`src/rtl/fb_pkg.sv`:
```
// Shared definitions for the frame-buffer pixel writer.
//   - Default frame geometry and bus widths.
//   - fb_wr_state_t : writer FSM states.
//   - fb_pixel_t    : one buffered pixel, already converted to a linear address.
//   - fb_linear_addr: row-major address y*width + x, computed unsigned at FB_ADDR_W bits.
package fb_pkg;

  localparam int FB_WIDTH      = 640;
  localparam int FB_HEIGHT     = 480;
  localparam int FB_ADDR_W     = 19;
  localparam int FB_COLOR_W    = 3;
  localparam int FB_FIFO_DEPTH = 8;

  typedef enum logic [1:0] {
    IDLE  = 2'd0,
    CLEAR = 2'd1,
    DONE  = 2'd2
  } fb_wr_state_t;

  typedef struct packed {
    logic [FB_ADDR_W-1:0]  addr;
    logic [FB_COLOR_W-1:0] color;
  } fb_pixel_t;

  // The line width defaults to the standard frame but can be overridden so
  // that reduced-geometry instances share the same address arithmetic.
  function automatic logic [FB_ADDR_W-1:0] fb_linear_addr(
    input logic [9:0]  x,
    input logic [8:0]  y,
    input int unsigned width = FB_WIDTH
  );
    logic [FB_ADDR_W-1:0] w;
    w = FB_ADDR_W'(width);
    return (FB_ADDR_W'(y) * w) + FB_ADDR_W'(x);
  endfunction

endpackage

```
`src/rtl/fb_pixel_writer_if.sv`:
```
// Pixel stream from line_drawer to fb_pixel_writer.
// Handshake: the master holds pix_valid and the payload (pix_x, pix_y,
// pix_color) stable until it sees pix_ready; a pixel transfers on every
// rising clock edge where pix_valid && pix_ready. pix_ready never depends
// on pix_valid.
//   master : line_drawer side (drives valid + payload)
//   slave  : fb_pixel_writer side (drives ready)
interface fb_pixel_if #(
  parameter int COLOR_W = fb_pkg::FB_COLOR_W
);
  logic               pix_valid;
  logic               pix_ready;
  logic [9:0]         pix_x;
  logic [8:0]         pix_y;
  logic [COLOR_W-1:0] pix_color;

  modport master (
    output pix_valid, pix_x, pix_y, pix_color,
    input  pix_ready
  );

  modport slave (
    input  pix_valid, pix_x, pix_y, pix_color,
    output pix_ready
  );
endinterface

```
`src/rtl/fb_pixel_writer_fifo.sv`:
```
// pixel_fifo: synchronous FIFO of fb_pixel_t entries.
//   clk, reset_n : clock, asynchronous active-low reset (pointers only)
//   push, data_in: write data_in when not full
//   pop          : advance the head when not empty
//   flush        : discard all entries; overrides push and pop on the same edge
//   full, empty  : occupancy flags
//   head         : oldest entry (valid when !empty)
// DEPTH must be a power of two, at least 2.
module pixel_fifo
  import fb_pkg::*;
#(
  parameter int DEPTH = FB_FIFO_DEPTH
) (
  input  logic      clk,
  input  logic      reset_n,
  input  logic      push,
  input  logic      pop,
  input  logic      flush,
  input  fb_pixel_t data_in,
  output logic      full,
  output logic      empty,
  output fb_pixel_t head
);

  localparam int PW = $clog2(DEPTH);

  // One extra pointer bit separates full from empty when the indices match.
  logic [PW:0] wr_ptr;
  logic [PW:0] rd_ptr;
  fb_pixel_t   mem [DEPTH];

  logic do_push;
  logic do_pop;

  assign empty   = (wr_ptr == rd_ptr);
  assign full    = (wr_ptr[PW] != rd_ptr[PW]) &&
                   (wr_ptr[PW-1:0] == rd_ptr[PW-1:0]);
  assign do_push = push && !full && !flush;
  assign do_pop  = pop && !empty && !flush;
  assign head    = mem[rd_ptr[PW-1:0]];

  always_ff @(posedge clk or negedge reset_n) begin
    if (!reset_n) begin
      wr_ptr <= '0;
      rd_ptr <= '0;
    end else if (flush) begin
      wr_ptr <= '0;
      rd_ptr <= '0;
    end else begin
      if (do_push) wr_ptr <= wr_ptr + (PW+1)'(1);
      if (do_pop)  rd_ptr <= rd_ptr + (PW+1)'(1);
    end
  end

  // Storage needs no reset: empty masks stale contents.
  always_ff @(posedge clk) begin
    if (do_push) mem[wr_ptr[PW-1:0]] <= data_in;
  end

endmodule

```
`src/rtl/fb_pixel_writer.sv`:
```
// fb_pixel_writer: takes (x, y, colour) pixels from line_drawer, buffers
// them, and writes one pixel per cycle into the frame-buffer RAM write port.
// On request it sweeps the whole frame with a fill colour.
// Ports:
//   clk, reset_n  : clock, asynchronous active-low reset
//   pix           : pixel stream (slave side of fb_pixel_if)
//   clear_req     : start a full-frame clear (taken in IDLE only)
//   clear_color   : fill colour, latched when the clear is taken
//   busy          : high while the sweep runs
//   clear_done    : one-cycle pulse after the last sweep write
//   fb_addr/data  : registered RAM write address/data
//   fb_wren       : registered RAM write enable
//   drop_count    : saturating count of out-of-range pixels
//   dbg_state     : current FSM state
// ADDR_W/COLOR_W must match FB_ADDR_W/FB_COLOR_W, since the buffered
// pixel record is fb_pixel_t.
module fb_pixel_writer
  import fb_pkg::*;
#(
  parameter int WIDTH      = FB_WIDTH,
  parameter int HEIGHT     = FB_HEIGHT,
  parameter int ADDR_W     = FB_ADDR_W,
  parameter int COLOR_W    = FB_COLOR_W,
  parameter int FIFO_DEPTH = FB_FIFO_DEPTH
) (
  input  logic               clk,
  input  logic               reset_n,
  fb_pixel_if.slave          pix,
  input  logic               clear_req,
  input  logic [COLOR_W-1:0] clear_color,
  output logic               busy,
  output logic               clear_done,
  output logic [ADDR_W-1:0]  fb_addr,
  output logic [COLOR_W-1:0] fb_data,
  output logic               fb_wren,
  output logic [15:0]        drop_count,
  output fb_wr_state_t       dbg_state
);

  localparam logic [ADDR_W-1:0] LAST_ADDR = ADDR_W'(WIDTH * HEIGHT - 1);
  localparam logic [9:0]        X_LIMIT   = 10'(WIDTH);
  localparam logic [8:0]        Y_LIMIT   = 9'(HEIGHT);

  fb_wr_state_t state;
  fb_wr_state_t state_nxt;

  logic               fifo_full;
  logic               fifo_empty;
  logic               fifo_push;
  logic               fifo_pop;
  fb_pixel_t          fifo_head;
  fb_pixel_t          fifo_in;

  logic               accept;
  logic               in_range;
  logic               clear_take;
  logic               drop_hit;

  logic [ADDR_W-1:0]  clr_cnt;
  logic [COLOR_W-1:0] clr_color;
  logic               sweep_end;   // last sweep address has been issued

  // ---------------- handshake / enqueue side ----------------
  assign pix.pix_ready = (state == IDLE) && !fifo_full;
  assign accept        = pix.pix_valid && pix.pix_ready;
  assign in_range      = (pix.pix_x < X_LIMIT) && (pix.pix_y < Y_LIMIT);
  assign clear_take    = (state == IDLE) && clear_req;

  // A pixel accepted on the same edge as a clear is swallowed by the flush.
  assign fifo_push = accept && in_range && !clear_take;
  assign drop_hit  = accept && !in_range;
  // The head is discarded, not written, when a clear is taken.
  assign fifo_pop  = (state == IDLE) && !fifo_empty && !clear_take;

  assign fifo_in.addr  = fb_linear_addr(pix.pix_x, pix.pix_y, WIDTH);
  assign fifo_in.color = pix.pix_color;

  pixel_fifo #(
    .DEPTH (FIFO_DEPTH)
  ) u_fifo (
    .clk     (clk),
    .reset_n (reset_n),
    .push    (fifo_push),
    .pop     (fifo_pop),
    .flush   (clear_take),
    .data_in (fifo_in),
    .full    (fifo_full),
    .empty   (fifo_empty),
    .head    (fifo_head)
  );

  // ---------------- FSM ----------------
  always_ff @(posedge clk or negedge reset_n) begin
    if (!reset_n) state <= IDLE;
    else          state <= state_nxt;
  end

  always_comb begin
    state_nxt = state;
    case (state)
      IDLE:    if (clear_req) state_nxt = CLEAR;
      CLEAR:   if (sweep_end) state_nxt = DONE;
      DONE:    state_nxt = IDLE;
      default: state_nxt = IDLE;
    endcase
  end

  assign busy       = (state == CLEAR);
  assign clear_done = (state == DONE);
  assign dbg_state  = state;

  // ---------------- clear sweep counter ----------------
  // The counter stops on LAST_ADDR; sweep_end then gives the one extra
  // CLEAR cycle in which nothing is written before moving to DONE.
  always_ff @(posedge clk or negedge reset_n) begin
    if (!reset_n) begin
      clr_cnt   <= '0;
      clr_color <= '0;
      sweep_end <= 1'b0;
    end else if (clear_take) begin
      clr_cnt   <= '0;
      clr_color <= clear_color;
      sweep_end <= 1'b0;
    end else if (state == CLEAR && !sweep_end) begin
      if (clr_cnt == LAST_ADDR) sweep_end <= 1'b1;
      else                      clr_cnt   <= clr_cnt + ADDR_W'(1);
    end
  end

  // ---------------- RAM write port registers ----------------
  always_ff @(posedge clk or negedge reset_n) begin
    if (!reset_n) begin
      fb_wren <= 1'b0;
      fb_addr <= '0;
      fb_data <= '0;
    end else begin
      case (state)
        IDLE: begin
          fb_wren <= fifo_pop;
          if (fifo_pop) begin
            fb_addr <= fifo_head.addr;
            fb_data <= fifo_head.color;
          end
        end
        CLEAR: begin
          fb_wren <= !sweep_end;
          if (!sweep_end) begin
            fb_addr <= clr_cnt;
            fb_data <= clr_color;
          end
        end
        default: fb_wren <= 1'b0;
      endcase
    end
  end

  // ---------------- drop counter ----------------
  always_ff @(posedge clk or negedge reset_n) begin
    if (!reset_n)                            drop_count <= '0;
    else if (drop_hit && drop_count != 16'hFFFF) drop_count <= drop_count + 16'd1;
  end

endmodule
```
`src/flat_wrapper.sv`:
```
// flat-port wrapper written by rule: the top's interface ports become plain ports
module fb_pixel_writer_flat import fb_pkg::*;
#(
  parameter int WIDTH      = FB_WIDTH,
  parameter int HEIGHT     = FB_HEIGHT,
  parameter int ADDR_W     = FB_ADDR_W,
  parameter int COLOR_W    = FB_COLOR_W,
  parameter int FIFO_DEPTH = FB_FIFO_DEPTH
)
  (clk, reset_n, clear_req, clear_color, busy, clear_done, fb_addr, fb_data, fb_wren, drop_count, dbg_state, pix_pix_valid, pix_pix_x, pix_pix_y, pix_pix_color, pix_pix_ready);
  fb_pixel_if #(.COLOR_W(COLOR_W)) pix_i ();
  input  logic clk;
  input  logic reset_n;
  input  logic clear_req;
  input  logic [COLOR_W-1:0] clear_color;
  output logic busy;
  output logic clear_done;
  output logic [ADDR_W-1:0] fb_addr;
  output logic [COLOR_W-1:0] fb_data;
  output logic fb_wren;
  output logic [15:0] drop_count;
  output fb_wr_state_t dbg_state;
  input wire logic [$bits(pix_i.pix_valid)-1:0] pix_pix_valid;
  input wire logic [$bits(pix_i.pix_x)-1:0] pix_pix_x;
  input wire logic [$bits(pix_i.pix_y)-1:0] pix_pix_y;
  input wire logic [$bits(pix_i.pix_color)-1:0] pix_pix_color;
  output wire logic [$bits(pix_i.pix_ready)-1:0] pix_pix_ready;
  assign pix_i.pix_valid = pix_pix_valid;
  assign pix_i.pix_x = pix_pix_x;
  assign pix_i.pix_y = pix_pix_y;
  assign pix_i.pix_color = pix_pix_color;
  assign pix_pix_ready = pix_i.pix_ready;
  fb_pixel_writer #(.WIDTH(WIDTH), .HEIGHT(HEIGHT), .ADDR_W(ADDR_W), .COLOR_W(COLOR_W), .FIFO_DEPTH(FIFO_DEPTH)) u_core (.clk(clk), .reset_n(reset_n), .pix(pix_i), .clear_req(clear_req), .clear_color(clear_color), .busy(busy), .clear_done(clear_done), .fb_addr(fb_addr), .fb_data(fb_data), .fb_wren(fb_wren), .drop_count(drop_count), .dbg_state(dbg_state));
endmodule
```
`config.mk`:
```
export PLATFORM = sky130hd
export DESIGN_NAME = fb_pixel_writer_flat
export DESIGN_NICKNAME = d
export VERILOG_FILES = /design/src/rtl/fb_pkg.sv /design/src/rtl/fb_pixel_writer_if.sv /design/src/rtl/fb_pixel_writer_fifo.sv /design/src/rtl/fb_pixel_writer.sv /design/src/flat_wrapper.sv
export SDC_FILE = /design/constraint.sdc
export NUM_CORES = 1
export LEC_CHECK = 0
export CAP_MARGIN = 20
export CORE_MARGIN = 10
export CORE_UTILIZATION = 47
export CTS_CLUSTER_SIZE = 10
export DETAILED_ROUTE_END_ITERATION = 10
export GPL_TIMING_DRIVEN = 0
export PLACE_DENSITY = 0.62
export SLEW_MARGIN = 20
export SYNTH_ARGS = -nofsm -noshare
export SYNTH_HDL_FRONTEND = slang
export SYNTH_HIERARCHICAL = 1
export SYNTH_SLANG_ARGS = --single-unit
```
`constraint.sdc`:
```
create_clock -name clk -period 7.2 [get_ports clk]
set_input_delay 1.44 -clock clk [delete_from_list [all_inputs] [get_ports clk]]
set_output_delay 1.44 -clock clk [all_outputs]
set_load 0.01 [all_outputs]
```
After elaboration in Yosys (flattened, before gate mapping):

Memories as Yosys holds them, arrays and structs flattened.
Index checks and enable logic that the tools add are counted.

* register bits: 72
* memories kept: 1
* output and inout bits: 44
* input bits: 29
* RAM bits: 176

* $lt $le $gt $ge: 2
* multiplexer cells: 22
* reduce and logical (&&, ||, !) cells: 31
* eq/ne operators: 12
* multiply operators: 1
* add/sub/neg operators: 5

Memory list
* u_core.u_fifo.mem: words 8, bits a word 22, rd ports 1, clocked after Yosys merged registers in 0, wr ports 1, RTL line fb_pixel_writer_fifo.sv:30 `fb_pixel_t mem [DEPTH];`

Operators by type and width (count)
* two-way mux 19 bit: 5
* case mux 19 bit (2 select lines): 1
* adder 19 x 1 -> 19 bit, second input constant: 1
* adder 19 x 10 -> 19 bit: 1
* == test 19 bit, second input constant: 1
* adder 16 x 1 -> 16 bit, second input constant: 1
* logical AND 1 bit: 16
* two-way mux 4 bit: 4
* inequality test 16 bit, second input constant: 1
* multiplier 9 x 3 -> 12 bit, second input constant: 1
* < comparator 10 bit, second input constant: 1
* nonzero test 2 bit: 5
* < comparator 9 bit, second input constant: 1
* adder 4 x 1 -> 4 bit, second input constant: 2
* two-way mux 3 bit: 2
* inequality test 2 bit, second input constant: 3
* case mux 3 bit (2 select lines): 1
* AND reduction 2 bit: 3
* logical NOT 1 bit: 5
* two-way mux 1 bit: 5
* == test 4 bit: 1
* two-way mux 2 bit: 2
* inequality test 2 x 1 -> 1 bit, second input constant: 2
* case mux 2 bit (2 select lines): 1
* 7 further kinds: 7

Depth between registers and ports, before layout:

Gate-level depths: netlist (run 1).

* depth in word-level cells: 11
* gate-level depth with buffers: 10
* depth with buffers taken out: 9

Hierarchy:

Netlist (run 1), hierarchy kept.

Modules (own cells, without submodules)
* pixel_fifo: sequential area each 5485.3 um^2, area each 7319.5 um^2, times used 1, cells each 334
* fb_pixel_writer: sequential area each 1601.5 um^2, area each 3612.2 um^2, times used 1, cells each 379

Worst setup path before layout (run 1):

Ideal clock, no wire load.

* kind: input-to-reg
* from: in pix_pix_valid
* to: mem u_core/u_fifo/mem[5][0] (netlist name), enable pin
* arrival: 4.960 ns
* path buffers: 0
* setup time: 0.465 ns
* cell stages on the path: 4
* path slack: 1.775 ns
* cells stage by stage: or4b_2 -> nor3_1 -> nand3b_1 -> nor4b_1

* cells in the longest elaborated chain, start to end: 7

Ends and longest elaborated chain
* from (decl): RTL line flat_wrapper.sv:23 `input wire logic [$bits(pix_i.pix_valid)-1:0] pix_pix_valid;`
* logical AND 1 bit: RTL line fb_pixel_writer.sv:65 `assign accept = pix.pix_valid && pix.pix_ready;`
* logical AND 1 bit (2 in a row): RTL line fb_pixel_writer.sv:70 `assign fifo_push = accept && in_range && !clear_take;`
* via u_core.fifo_push: RTL line fb_pixel_writer.sv:49 `logic fifo_push;`
* logical AND 1 bit (2 in a row): RTL line fb_pixel_writer_fifo.sv:38 `assign do_push = push && !full && !flush;`
* two-way mux 1 bit: RTL line fb_pixel_writer_fifo.sv:57 `if (do_push) mem[wr_ptr[PW-1:0]] <= data_in;`
* two-way mux 1 bit (implied by the code): RTL line fb_pixel_writer_fifo.sv:57
* to (decl): RTL line fb_pixel_writer_fifo.sv:30

The timed path passes the listed nets, and every way through them passes these cells.

Final worst setup path (run 1):

* from: in pix_pix_x[8]
* to: mem u_core/u_fifo/mem[5][11] (netlist name), enable pin

* cells in the longest elaborated chain, start to end: 8

Ends and longest elaborated chain
* from (decl): RTL line flat_wrapper.sv:24 `input wire logic [$bits(pix_i.pix_x)-1:0] pix_pix_x;`
* < comparator 10 bit: RTL line fb_pixel_writer.sv:66 `assign in_range = (pix.pix_x < X_LIMIT) && (pix.pix_y < Y_LIMIT);`
* logical AND 1 bit: RTL line fb_pixel_writer.sv:66
* logical AND 1 bit (2 in a row): RTL line fb_pixel_writer.sv:70
* via u_core.fifo_push: RTL line fb_pixel_writer.sv:49
* logical AND 1 bit (2 in a row): RTL line fb_pixel_writer_fifo.sv:38
* two-way mux 1 bit: RTL line fb_pixel_writer_fifo.sv:57
* two-way mux 1 bit (implied by the code): RTL line fb_pixel_writer_fifo.sv:57

The timed path passes the listed nets, and every way through them passes these cells.

==> flow_summary.yaml, run 1 <==
cts:
  numClockSinks: 248
  clockBufferDepth: 3
  clkLatencyLatePin_ps: 540
  clk_pin_slew_ps: 50
  cts_tree: "done"
  cts_setup_buffers: 0
  cts-root-buf: "clkbuf_16"
  cts_hold_buf: 0
  cts_buffers: 29
  cts_resized: 0
  ctsHtreeMaxLevel: 1
synthesis:
  async_reset_ff_share_pct: 29.0
  synth_area_per_cell_um2: 15.3
  synth_compound_area_share_pct: 3.45
  synth-xor-area-share_pct: 3.20
  ys_seq_area_share_pct: 64.8
  dominantRegCellSynth: "edfxtp_1"
  yosys_warnings: 6
  synth_mux_area_share_pct: 14.7
  synth_edf_count: 176
  synth_simple_gate_area_share_pct: 9.02
  syn_nets: 765
  syn_inst: 713
  synth_fa_ha_area_share_pct: 2.77
  synth_top_family_by_area: "multiplexers"
  ys_ff_latch: 248
  netlist_area_mm2: 0.0109
  synth.distinct_cells: 53
timing:
  finalSetupTns_ps: 0
  period_needed_ps: 4440
  rsz0062_at_grt: "false"
  hold_viol: 0
  relSlewSlack_pct: 40.0
  fmax_mhz: 225
  fin_skew_ps: 7.83
  setup_viol: 0
  period_share_pct: 61.6
  final_max_slew_viol_count: 0
  layout_setup_ws_ps: 2760
  worst_pin_slew_ps: 890
  whs_ps: 474
grt:
  antenna_found_initial: 1
  grt_use_total_pct: 15.6
  grt_pass1_vias: 6529
  overflow: 0
  grt_max_degree: 59
  grt_pass1_wl_mm: 37.6
worst_setup_path:
  rrSetupSlack_ps: 2930
  startpoint_type: "primary input"
  path_class: "primary input to flop"
  rr_endpoint: "u_core/u_fifo/mem[5][11]"
  slowest_stage: "o21ai_0"
  reg2reg_depth: 11
  cp_data_arrival_time_ps: 4680
  endpoint_kind: "flop"
  cp_common_cell: "buf_4"
  cp.required_ps: 7450
  timing.rr.start: "u_core/u_fifo/wr_ptr[1]"
  crit_chain: "clkdlybuf4s50_1, o21ai_0, nand2_1, nor3_1, nand3b_1, nor4b_2, buf_4, buf_4, buf_2"
  critPathMaxStageDelay_ps: 670
  crit_fanout: 6
layout:
  finalNonFillerCells: 1167
  final_common_cell: "edfxtp_1"
  final_nets: 898
  drive_above_1_share_pct: 19.1
  fillers: 1763
  design_area_mm2: 0.0132
  diodes: 0
  fin_util_pct: 57.7
  mostFrequentLayoutCells: "edfxtp_1 (176), dfrtp_1 (72), clkdlybuf4s50_1 (71)"
  area_growth_pct: 20.3
routing:
  dr.pass1.iters: 4
  drt_iter0_drc: 550
  routed_wl_mm: 23.7
  drc_errors: 0
  ant_nets: 0
  via_per_inst: 5.47
  wl_per_cell_um: 20.3
  num_vias: 6389
floorplan:
  row_count: 55
  die_h_um: 173
  ios: 73
  core_area_mm2: 0.0228
  dieArea_mm2: 0.0298
  start_util_pct: 48.0
  die_width_um: 173
place:
  place_inst: 1128
  hpwl_mm: 17.2
  io_buffers: 72
  pre_cts_ws_ps: 2220
  placed_area_mm2: 0.0124
  globalplace.congestion: 0.816
min_path:
  hp-class: "flop to flop"
  min_to: "u_core/fb_data[2]"
  hold_depth: 2
  hp-start: "u_core/fb_data[2]"
power:
  fin_total_pwr_mw: 4.09
  power_density_mw_per_mm2: 311
  p_leak_nw: 4.73
  peakVddDrop_uv: 194
outcome:
  status: "completed"
run:
  maxCapViolations: 0
==> routing by layer <==
layer	global-route usage (%)	vias up	routed length, µm
li1	-	2974	-
met1	21.0	3213	10600
met2	25.5	165	11300
met3	2.96	35	1300
met4	3.77	2	482
met5	0	-	18
==> registers in the layout, indices dropped and copies added (netlist names) <==
name and cells:
u_core/u_fifo/mem 176, u_core/fb_wren 1, u_core/sweep_end 1, u_core/clr_cnt 19, u_core/clr_color 3, u_core/drop_count 16, u_core/u_fifo/rd_ptr 4, u_core/u_fifo/wr_ptr 4
u_core/dbg_state 2, u_core/fb_addr 19, u_core/fb_data 3
==> worst max path at each step <==
stage,startpoint,endpoint,slack [ps],depth (start not counted)
final,pix_pix_x[8],u_core/u_fifo/mem[5][11],2760,9
after global routing,pix_pix_y[2],u_core/u_fifo/mem[0][21],2610,9
after CTS,pix_pix_x[8],u_core/u_fifo/mem[5][10],2770,9
after detailed placement,pix_pix_x[8],u_core/u_fifo/mem[5][7],2220,9
after global placement,pix_pix_x[8],u_core/u_fifo/mem[5][7],-1600,6
after floorplan,pix_pix_valid,u_core/u_fifo/mem[5][0],1770,4
==> cell usage after synthesis, types with 15 or more instances <==
master    count  area (µm²)
clkbuf_1     17        63.8
dfrtp_1      72        1800
edfxtp_1    176        5290
ha_1         21         263
mux2_2       27         304
mux2i_1      29         290
mux4_2       39         878
nand2_1      69         259
nand3_1      15        75.1
nor2_1       31         116
o21ai_0      35         175
xnor2_1      26         228
==> report_power, final <==
| group | internal (mW) | switching, mW | total [mW] |
|---|---|---|---|
| registers | 1.65 | 0.0802 | 1.73 |
| logic | 0.524 | 0.573 | 1.10 |
| clock network | 0.735 | 0.525 | 1.26 |
| total | 2.91 | 1.18 | 4.09 |
==> critical path: cells and delay by family <==
| kind | cells | cell delay (ps) |
|---|---|---|
| and+or+nand+nor | 4 | 1480 |
| buffers and inverters | 4 | 1070 |
| AOI/OAI and AO/OA | 1 | 670 |
==> kinds of logic (layout without fill, tap and decap cells) <==
group                    after synthesis  count (layout)
buffers and inverters                 44             185
adder cells (fa/ha/maj)               23              23
XOR/XNOR                              40              40
AND/OR/NAND/NOR                      194             194
multiplexers                         100             100
flip-flops                           248             248
AO/OA/AOI/OAI                         64              64
==> final cells by class <==
class	count	area (µm²)	share of cell area, %
clock inverters	2	28.8	0.219
multi-input cells	421	3670	27.9
clock buffers	37	766	5.82
plain buffers	31	171	1.30
inverters	13	53.8	0.409
well taps	313	392	2.98
repair buffers	102	986	7.50
flip-flops and latches	248	7090	53.9
(Power assumes the default switching activity.)
==> run 2: changes to the inputs <==
==> constraint.sdc (replaced) <==
create_clock -name clk -period 4.3 [get_ports clk]
set_input_delay 0.86 -clock clk [delete_from_list [all_inputs] [get_ports clk]]
set_output_delay 0.86 -clock clk [all_outputs]
set_load 0.01 [all_outputs]
==> flow_summary.yaml, run 2 (same netlist as run 1, synthesis figures left out) <==
outcome:
  status: "completed"
cts:
  clockBufferDepth: 3
  cts_tree: "done"
  cts_setup_buffers: 0
  cts_hold_buf: 0
  clkLatencyLatePin_ps: 550
  cts_buffers: 29
  numClockSinks: 248
  cts-root-buf: "clkbuf_16"
  clk_pin_slew_ps: 60
  ctsHtreeMaxLevel: 1
routing:
  ant_nets: 0
  wl_per_cell_um: 20.1
  drc_errors: 0
  drt_iter0_drc: 427
  routed_wl_mm: 23.6
  dr.pass1.iters: 5
  num_vias: 6434
  via_per_inst: 5.47
worst_setup_path:
  cp_num_buf_inv: 4
  path_class: "flop to flop"
  crit_end: "u_core/u_fifo/mem[1][10]"
  rrSetupSlack_ps: 240
  critPathLaunch: "u_core/u_fifo/wr_ptr[1]"
  rr_endpoint: "u_core/u_fifo/mem[1][10]"
  critPathMaxStageDelay_ps: 670
  endpoint_kind: "flop"
  crit_chain: "buf_2, xnor2_1, and4_1, buf_2, or4b_2, nor3_2, nand3b_1, nor4_4, buf_6, buf_4"
  startpoint_type: "flop"
  cp_common_cell: "buf_2"
  worstSetupPathDepth: 10
  crit_family: "simple AND/OR/NAND/NOR gates"
  crit_fanout: 10
  timing.rr.start: "u_core/u_fifo/wr_ptr[1]"
  reg2reg_depth: 10
  cp_data_arrival_time_ps: 4290
  cp.required_ps: 4530
  slowest_stage: "or4b_2"
layout:
  diodes: 0
  area_growth_pct: 20.7
  largest_register_ffs: 176
  final_nets: 893
  design_area_mm2: 0.0132
  mostFrequentLayoutCells: "edfxtp_1 (176), dfrtp_1 (72), clkdlybuf4s50_1 (71)"
  drive_above_1_share_pct: 18.3
  final_common_cell: "edfxtp_1"
floorplan:
  start_util_pct: 48.0
  row_count: 55
  core_area_mm2: 0.0228
  die_h_um: 173
  dieArea_mm2: 0.0298
  die_width_um: 173
  ios: 73
timing:
  rsz0062_at_grt: "false"
  worst_pin_slew_ps: 864
  relSlewSlack_pct: 41.8
  final_max_slew_viol_count: 0
  finalSetupTns_ps: 0
  fin_skew_ps: 12.1
  setup_viol: 0
  hold_viol: 0
  fmax_mhz: 246
  period_needed_ps: 4060
  period_share_pct: 94.4
min_path:
  hp-class: "primary input to asynchronous set/reset pin"
place:
  hpwl_mm: 17.0
  io_buffers: 72
  placed_area_mm2: 0.0123
  globalplace.congestion: 0.827
grt:
  overflow: 0
  grt_use_total_pct: 15.7
  grt_pass1_wl_mm: 37.7
  antenna_found_initial: 0
  grt_pass1_vias: 6665
  grt_max_degree: 58
power:
  p_leak_nw: 4.73
  power_density_mw_per_mm2: 526
  peakVddDrop_uv: 325
run:
  maxCapViolations: 0
==> run 2: metal layers <==
metal	routed length, µm	part of all wire (%)	track usage (%)	up-vias
met4	429	1.8	4.35	0
met1	10400	44	20.5	3253
met5	0	0	0	-
li1	-	-	-	2978
met2	11600	49	26.4	165
met3	1180	5.0	2.63	38
==> run 2: worst min path at each step <==
stage | endpoint | slack (ps) | from
after floorplan | u_core/clr_color[0] | 450 | u_core/clr_color[0]
after global placement | u_core/fb_data[1] | 460 | u_core/fb_data[1]
after detailed placement | u_core/clr_color[0] | 470 | u_core/clr_color[0]
after CTS | u_core/clr_cnt[8] | 160 | reset_n
after global routing | u_core/fb_addr[2] | 170 | reset_n
final | u_core/clr_cnt[0] | 180 | reset_n
==> run 2: layout make-up <==
cell class	count	area [µm²]
sequential	248	7090
clock inverter	2	28.8
multi-input combinational	421	3700
inverter	13	53.8
timing repair buffer	97	952
clock buffer	51	808
tap	313	392
fill	1755	9590
buffer	31	171
==> run 2: repair_timing <==
item | CTS | global route
endpoints found under the hold margin | 0 | 0
gates resized for setup | 1 | 1
setup endpoints to repair | 6 | 6
==> run 2: where the power goes <==
group          switching [mW]  internal, mW  leakage [nW]
Combinational           0.981         0.879          1.79
Sequential              0.133          2.77          2.54
Clock                   0.910          1.27         0.398
==> run 2: worst register-to-register path, stage by stage, from the launching register on <==
cell,delay (ps)
dfrtp_1,380
buf_2,190
xnor2_1,260
and4_1,260
buf_2,220
or4b_2,670
nor3_2,410
nand3b_1,270
nor4_4,610
buf_6,260
buf_4,230
==> run 2: per-stage QoR <==
step	cells	setup WS, ps	utilization [%]	total power [mW]	hold slack, ps
after global routing	1176	5.75	57.9	7.27	173
final	1176	241	57.9	6.94	176
after detailed placement	1123	-177	54.2	4.81	467
after global placement	1098	-2680	52.9	4.73	460
after CTS	1176	147	57.9	7.01	158
after floorplan	713	-321	-	4.14	445
==> run 3: changes to the inputs <==
--- a/config.mk
+++ b/config.mk
@@ -5,13 +5,12 @@
 export SDC_FILE = /design/constraint.sdc
 export NUM_CORES = 1
 export LEC_CHECK = 0
-export CAP_MARGIN = 20
 export CORE_MARGIN = 10
 export CORE_UTILIZATION = 47
 export CTS_CLUSTER_SIZE = 10
 export DETAILED_ROUTE_END_ITERATION = 10
 export GPL_TIMING_DRIVEN = 0
-export PLACE_DENSITY = 0.62
+export PLACE_DENSITY = 0.64
 export SLEW_MARGIN = 20
 export SYNTH_ARGS = -nofsm -noshare
 export SYNTH_HDL_FRONTEND = slang
==> constraint.sdc (replaced) <==
create_clock -name clk -period 3.7 [get_ports clk]
set_input_delay 0.74 -clock clk [delete_from_list [all_inputs] [get_ports clk]]
set_output_delay 0.74 -clock clk [all_outputs]
set_load 0.01 [all_outputs]
==> flow_summary.yaml, run 3 (same netlist as run 1, synthesis figures left out) <==
cts:
  ctsHtreeMaxLevel: 1
  clk_pin_slew_ps: 60
  cts-root-buf: "clkbuf_16"
  cts_hold_buf: 0
  cts_tree: "done"
  numClockSinks: 248
  clockBufferDepth: 3
  clkLatencyLatePin_ps: 540
  cts_buffers: 28
power:
  peakVddDrop_uv: 242
  power_density_mw_per_mm2: 602
  p_leak_nw: 4.78
  fin_total_pwr_mw: 8.02
timing:
  setup_viol: 0
  worst_pin_slew_ps: 914
  period_needed_ps: 3540
  rsz0062_at_grt: "false"
  relSlewSlack_pct: 38.5
  hold_viol: 0
  final_max_slew_viol_count: 0
  fin_skew_ps: 15.3
  period_share_pct: 95.6
  fmax_mhz: 283
worst_setup_path:
  crit_family: "simple AND/OR/NAND/NOR gates"
  critPathLaunch: "u_core/u_fifo/rd_ptr[3]"
  reg2reg_depth: 11
  cp_data_arrival_time_ps: 3770
  rr_endpoint: "u_core/u_fifo/mem[0][16]"
  cp_common_cell: "nor3_4"
  cp.required_ps: 3940
  crit_end: "u_core/u_fifo/mem[0][16]"
  cp_num_buf_inv: 4
  rrSetupSlack_ps: 160
  worstSetupPathDepth: 11
  path_class: "flop to flop"
  timing.rr.start: "u_core/u_fifo/rd_ptr[3]"
  crit_chain: "clkbuf_1, xor2_1, and4_1, buf_2, or4b_2, nor3_4, nor3b_2, nand2b_1, nor3_4, buf_8, buf_6"
  slowest_stage: "or4b_2"
  startpoint_type: "flop"
  crit_fanout: 10
  critPathMaxStageDelay_ps: 710
  endpoint_kind: "flop"
grt:
  grt_max_degree: 59
  overflow: 0
  grt_pass1_wl_mm: 38.6
  antenna_found_initial: 0
  grt_use_total_pct: 16.1
  grt_pass1_vias: 6884
floorplan:
  start_util_pct: 48.0
  dieArea_mm2: 0.0298
  core_area_mm2: 0.0228
  die_width_um: 173
  row_count: 55
  ios: 73
  die_h_um: 173
routing:
  wl_per_cell_um: 20.6
  ant_nets: 0
  routed_wl_mm: 24.2
  via_per_inst: 5.47
  drc_errors: 0
  drt_iter0_drc: 450
  dr.pass1.iters: 5
  num_vias: 6418
layout:
  drive_above_1_share_pct: 18.7
  final_common_cell: "edfxtp_1"
  fin_util_pct: 58.5
  mostFrequentLayoutCells: "edfxtp_1 (176), dfrtp_1 (72), clkdlybuf4s50_1 (71)"
  area_growth_pct: 21.8
  design_area_mm2: 0.0133
  diodes: 0
  largest_register_ffs: 176
  final_nets: 893
min_path:
  hp-class: "primary input to asynchronous set/reset pin"
outcome:
  status: "completed"
place:
  globalplace.congestion: 0.844
  io_buffers: 72
  hpwl_mm: 17.4
  placed_area_mm2: 0.0124
run:
  maxCapViolations: 0
==> run 3: cell types whose count changed in the layout (fill, tap and decap cells not counted), moves of 2 or more <==
cell,previous run,this run
buf_4,19,9
buf_8,1,10
nor3_2,5,1
nor3_4,0,4
nor3b_4,1,3
xnor2_1,26,23
xnor2_2,0,3
==> run 3: timing repair <==
item                                    4_1_cts  5_1_grt
endpoints found under the setup margin      180      116
pin swaps                                     6        1
gates cloned                                  0        0
buffers inserted                              9        0
gates resized for setup                       4        3
==> run 3: power by group <==
group	switching [mW]	internal (mW)	total [mW]
combinational	1.18	1.03	2.22
clock	1.01	1.41	2.42
sequential	0.159	3.22	3.38
total	2.35	5.66	8.02
==> run 3: through the flow <==
stage	setup TNS (ps)	hold slack, ps	worst slack (ps)	instances
6_report	0	57.1	164	1174
5_1_grt	0	52.9	12.9	1174
4_1_cts	0	44.8	52.2	1174
3_5_place_dp	-58100	470	-602	1115
3_3_place_gp	-285530	462	-1550	1098
2_1_floorplan	-21440	444	-240	713
==> run 3: worst min path at each step <==
stage | startpoint | to | slack [ps] | cells after the start
5_1_grt | reset_n | u_core/clr_cnt[1] | 50 | 1
3_5_place_dp | u_core/fb_addr[7] | u_core/fb_addr[7] | 470 | 2
6_report | reset_n | u_core/clr_cnt[1] | 60 | 1
2_1_floorplan | reset_n | u_core/clr_cnt[0] | 440 | 0
3_3_place_gp | u_core/fb_data[1] | u_core/fb_data[1] | 460 | 2
4_1_cts | reset_n | u_core/fb_wren | 40 | 1
==> run 3: layout make-up <==
class	instances	area, µm²
inverters	13	53.8
plain buffers	31	171
multi-input cells	421	3770
flip-flops and latches	248	7090
repair buffers	98	1040
well taps	313	392
clock buffers	49	779
clock inverters	1	16.3
fillers	1756	9460
==> run 3: per-layer routing <==
metal | global-route usage (%) | vias to the layer above | wire length [µm]
li1 | - | 2981 | -
met1 | 20.3 | 3209 | 10200
met2 | 27.2 | 182 | 12100
met3 | 3.07 | 46 | 1300
met4 | 5.22 | 0 | 580
met5 | 0 | - | 0
==> RTL edit, RTL diff (flow settings as in run 1) <==
Register the output `drop_count` once more, without a reset; this adds one clock of latency there. The other outputs are not delayed to match.
--- a/src/rtl/fb_pixel_writer.sv
+++ b/src/rtl/fb_pixel_writer.sv
@@ -40,6 +40,8 @@
   localparam logic [ADDR_W-1:0] LAST_ADDR = ADDR_W'(WIDTH * HEIGHT - 1);
   localparam logic [9:0]        X_LIMIT   = 10'(WIDTH);
   localparam logic [8:0]        Y_LIMIT   = 9'(HEIGHT);
+
+  logic [15:0] drop_count_s0;
 
   fb_wr_state_t state;
   fb_wr_state_t state_nxt;
@@ -156,8 +158,12 @@
 
   // ---------------- drop counter ----------------
   always_ff @(posedge clk or negedge reset_n) begin
-    if (!reset_n)                            drop_count <= '0;
-    else if (drop_hit && drop_count != 16'hFFFF) drop_count <= drop_count + 16'd1;
+    if (!reset_n)                            drop_count_s0 <= '0;
+    else if (drop_hit && drop_count_s0 != 16'hFFFF) drop_count_s0 <= drop_count_s0 + 16'd1;
+  end
+
+  always_ff @(posedge clk) begin
+    drop_count <= drop_count_s0;
   end
 
 endmodule
Formal check against the unedited RTL: not equivalent (a bounded check fails within 4 cycles, from zero or initial values and one cycle with reset_n low).
==> RTL edit against run 1 <==
Sequential share of layout area increased by 0.61 points. Cell area up 3.3%. Sequential power is 6% higher. Global-route usage increased by 0.36 points. First-iteration DRC count fell by 25%. Power rose by 2.5%. Sequential cell count is 16 higher. Worst setup slack lost 0.35 ns. Synthesized area grew 3.7%. Combinational power fell by 7%. Wire length grew 3.5%. Largest power group unchanged.
==> RTL edit: results (changes against run 1) <==
status -> complete, no violations
Post-Synth Adder-Cell Area -> 0.02671 (-0.0009904)
final wirelength -> 24.51 mm (+3.5%)
commonest cells in the synthesized netlist -> 176 x edfxtp_1, 72 x dfrtp_1, 59 x nand2_1, 39 x mux4_2, 37 x nor2_1
synth unique cells -> 56 (+5.7%)
fin. max-slew vios -> 0 (unchanged)
Num CTS Buffers -> 30 (+3.4%)
Fill cells -> 1852 (+5.0%)
register area share after synthesis -> 0.6533 (+0.005072)
met2 Use GR -> 0.2691 (+0.01388)
met3 GRT Util -> 0.03110 (+0.001536)
largest net degree at the start of global routing -> 57 (-3.4%)
Async S/R FF share, synth -> 0.2727 (-0.01760)
compound-gate portion of the synthesized area -> 0.03730 (+0.002852)
Max rail drop VDD -> 209.2 uV (+8.0%)
count of mapped cells out of synthesis -> 740 (+3.8%)
leakage power -> 4.872 nW (+2.9%)
GRT Util Overall -> 0.1596 (+0.003568)
DR iter-0 viols -> 410 (-25%)
Slew @ Worst Pin -> 1.022 ns (+0.1320 ns)
fraction of layout instances using a drive strength above 1 -> 0.1825 (-0.008336)
first-pass GRT wire length -> 38.97 mm (+3.6%)
vias per cell -> 5.479 (about the same)
top cells by area, synth -> edfxtp_1 47%, dfrtp_1 16%, mux4_2 7.7%
1st-pass router iterations -> 5 (+1)
met1 Use GR -> 0.2086 (-0.001883)
dpl cells -> 1158 (+2.7%)
via count -> 6641 (+3.9%)
vias in the first global route -> 6962 (+6.6%)
Post-Syn Nets -> 792 (+3.5%)
Post-synth EDFFs -> 176 (unchanged)
gpl congestion -> 0.8666 (+6.2%)
initial antenna violation count -> 0 (-1)
Final HPWL DP -> 17.90 mm (+4.3%)
Critical Path AT -> 5.05 ns (+0.37 ns)
xor/xnor share of the synthesized area -> 0.03245 (+0.0003991)
Psw -> 0.001170 W (-0.69%)
nets -> 923 (+2.8%)
Layout Skew -> 0.01851 ns (+0.01068 ns)
## RTL edit: critical path, cell delays in order
cell	delay, ns
clkdlybuf4s50_1	0.44
o21ai_0	0.82
nand2_1	0.17
nor3_1	0.61
nand3b_1	0.24
nor4_2	0.55
buf_2	0.33
buf_2	0.23
buf_4	0.19
## RTL edit: logic make-up after synthesis
group,count (synthesis)
buf+inv,48
compound gates,68
simple gates,197
xor+xnor,42
fa+ha+maj,23
mux,98
flops,264
## RTL edit: stage by stage
stage | setup slack [ns] | hold slack, ns | TNS, ns | cell area [sq um]
4_1_cts | 2.437 | 0.3826 | 0 | 13590
3_5_place_dp | 1.887 | 0.3690 | 0 | 12720
3_3_place_gp | -1.446 | 0.3643 | -72.08 | 12460
2_1_floorplan | 2.021 | 0.3472 | 0 | 11340
6_report | 2.416 | 0.3813 | 0 | 13590
5_1_grt | 2.140 | 0.4028 | 0 | 13590
## RTL edit: layout make-up
cell class | count | area, sq um | area share
well taps | 319 | 399.1 | 0.02936
repair buffers | 99 | 937.1 | 0.06894
flip-flops and latches | 264 | 7407 | 0.5449
plain buffers | 32 | 173.9 | 0.01279
clock buffers | 53 | 857.1 | 0.06305
multi-input cells | 428 | 3744 | 0.2754
inverters | 16 | 60.06 | 0.004418
clock inverters | 1 | 16.27 | 0.001197
## RTL edit: layer usage
| metal | vias to the layer above | part of all wire |
|---|---|---|
| li1 | 3083 | - |
| met5 | - | 0 |
| met4 | 0 | 0.016 |
| met1 | 3364 | 0.44 |
| met2 | 163 | 0.49 |
| met3 | 31 | 0.054 |
## RTL edit: final timing paths
kind	cells past startpoint	start	slack, ns	endpoint
max in group asynchronous	2	reset_n	5.88	u_core/drop_count_s0[9]
hold / removal	0	u_core/drop_count_s0[12]	0.38	u_core/drop_count[12]
min in group asynchronous	1	reset_n	0.76	u_core/clr_cnt[1]
setup reg to reg	12	u_core/u_fifo/wr_ptr[1]	3.08	u_core/u_fifo/mem[1][9]
setup / recovery	9	pix_pix_x[8]	2.42	u_core/u_fifo/mem[1][9]
hold reg to reg	0	u_core/drop_count_s0[12]	0.38	u_core/drop_count[12]
## RTL edit: power groups by stage
stage / Clock (W) / Sequential [W] / Combinational, W
after floorplan: 0 / 0.00186 / 0.000639
after global placement: 0 / 0.00185 / 0.000979
after detailed placement: 0 / 0.00186 / 0.00102
after CTS: 0.00138 / 0.00183 / 0.00103
after global routing: 0.00145 / 0.00184 / 0.00111
final: 0.00135 / 0.00183 / 0.00102
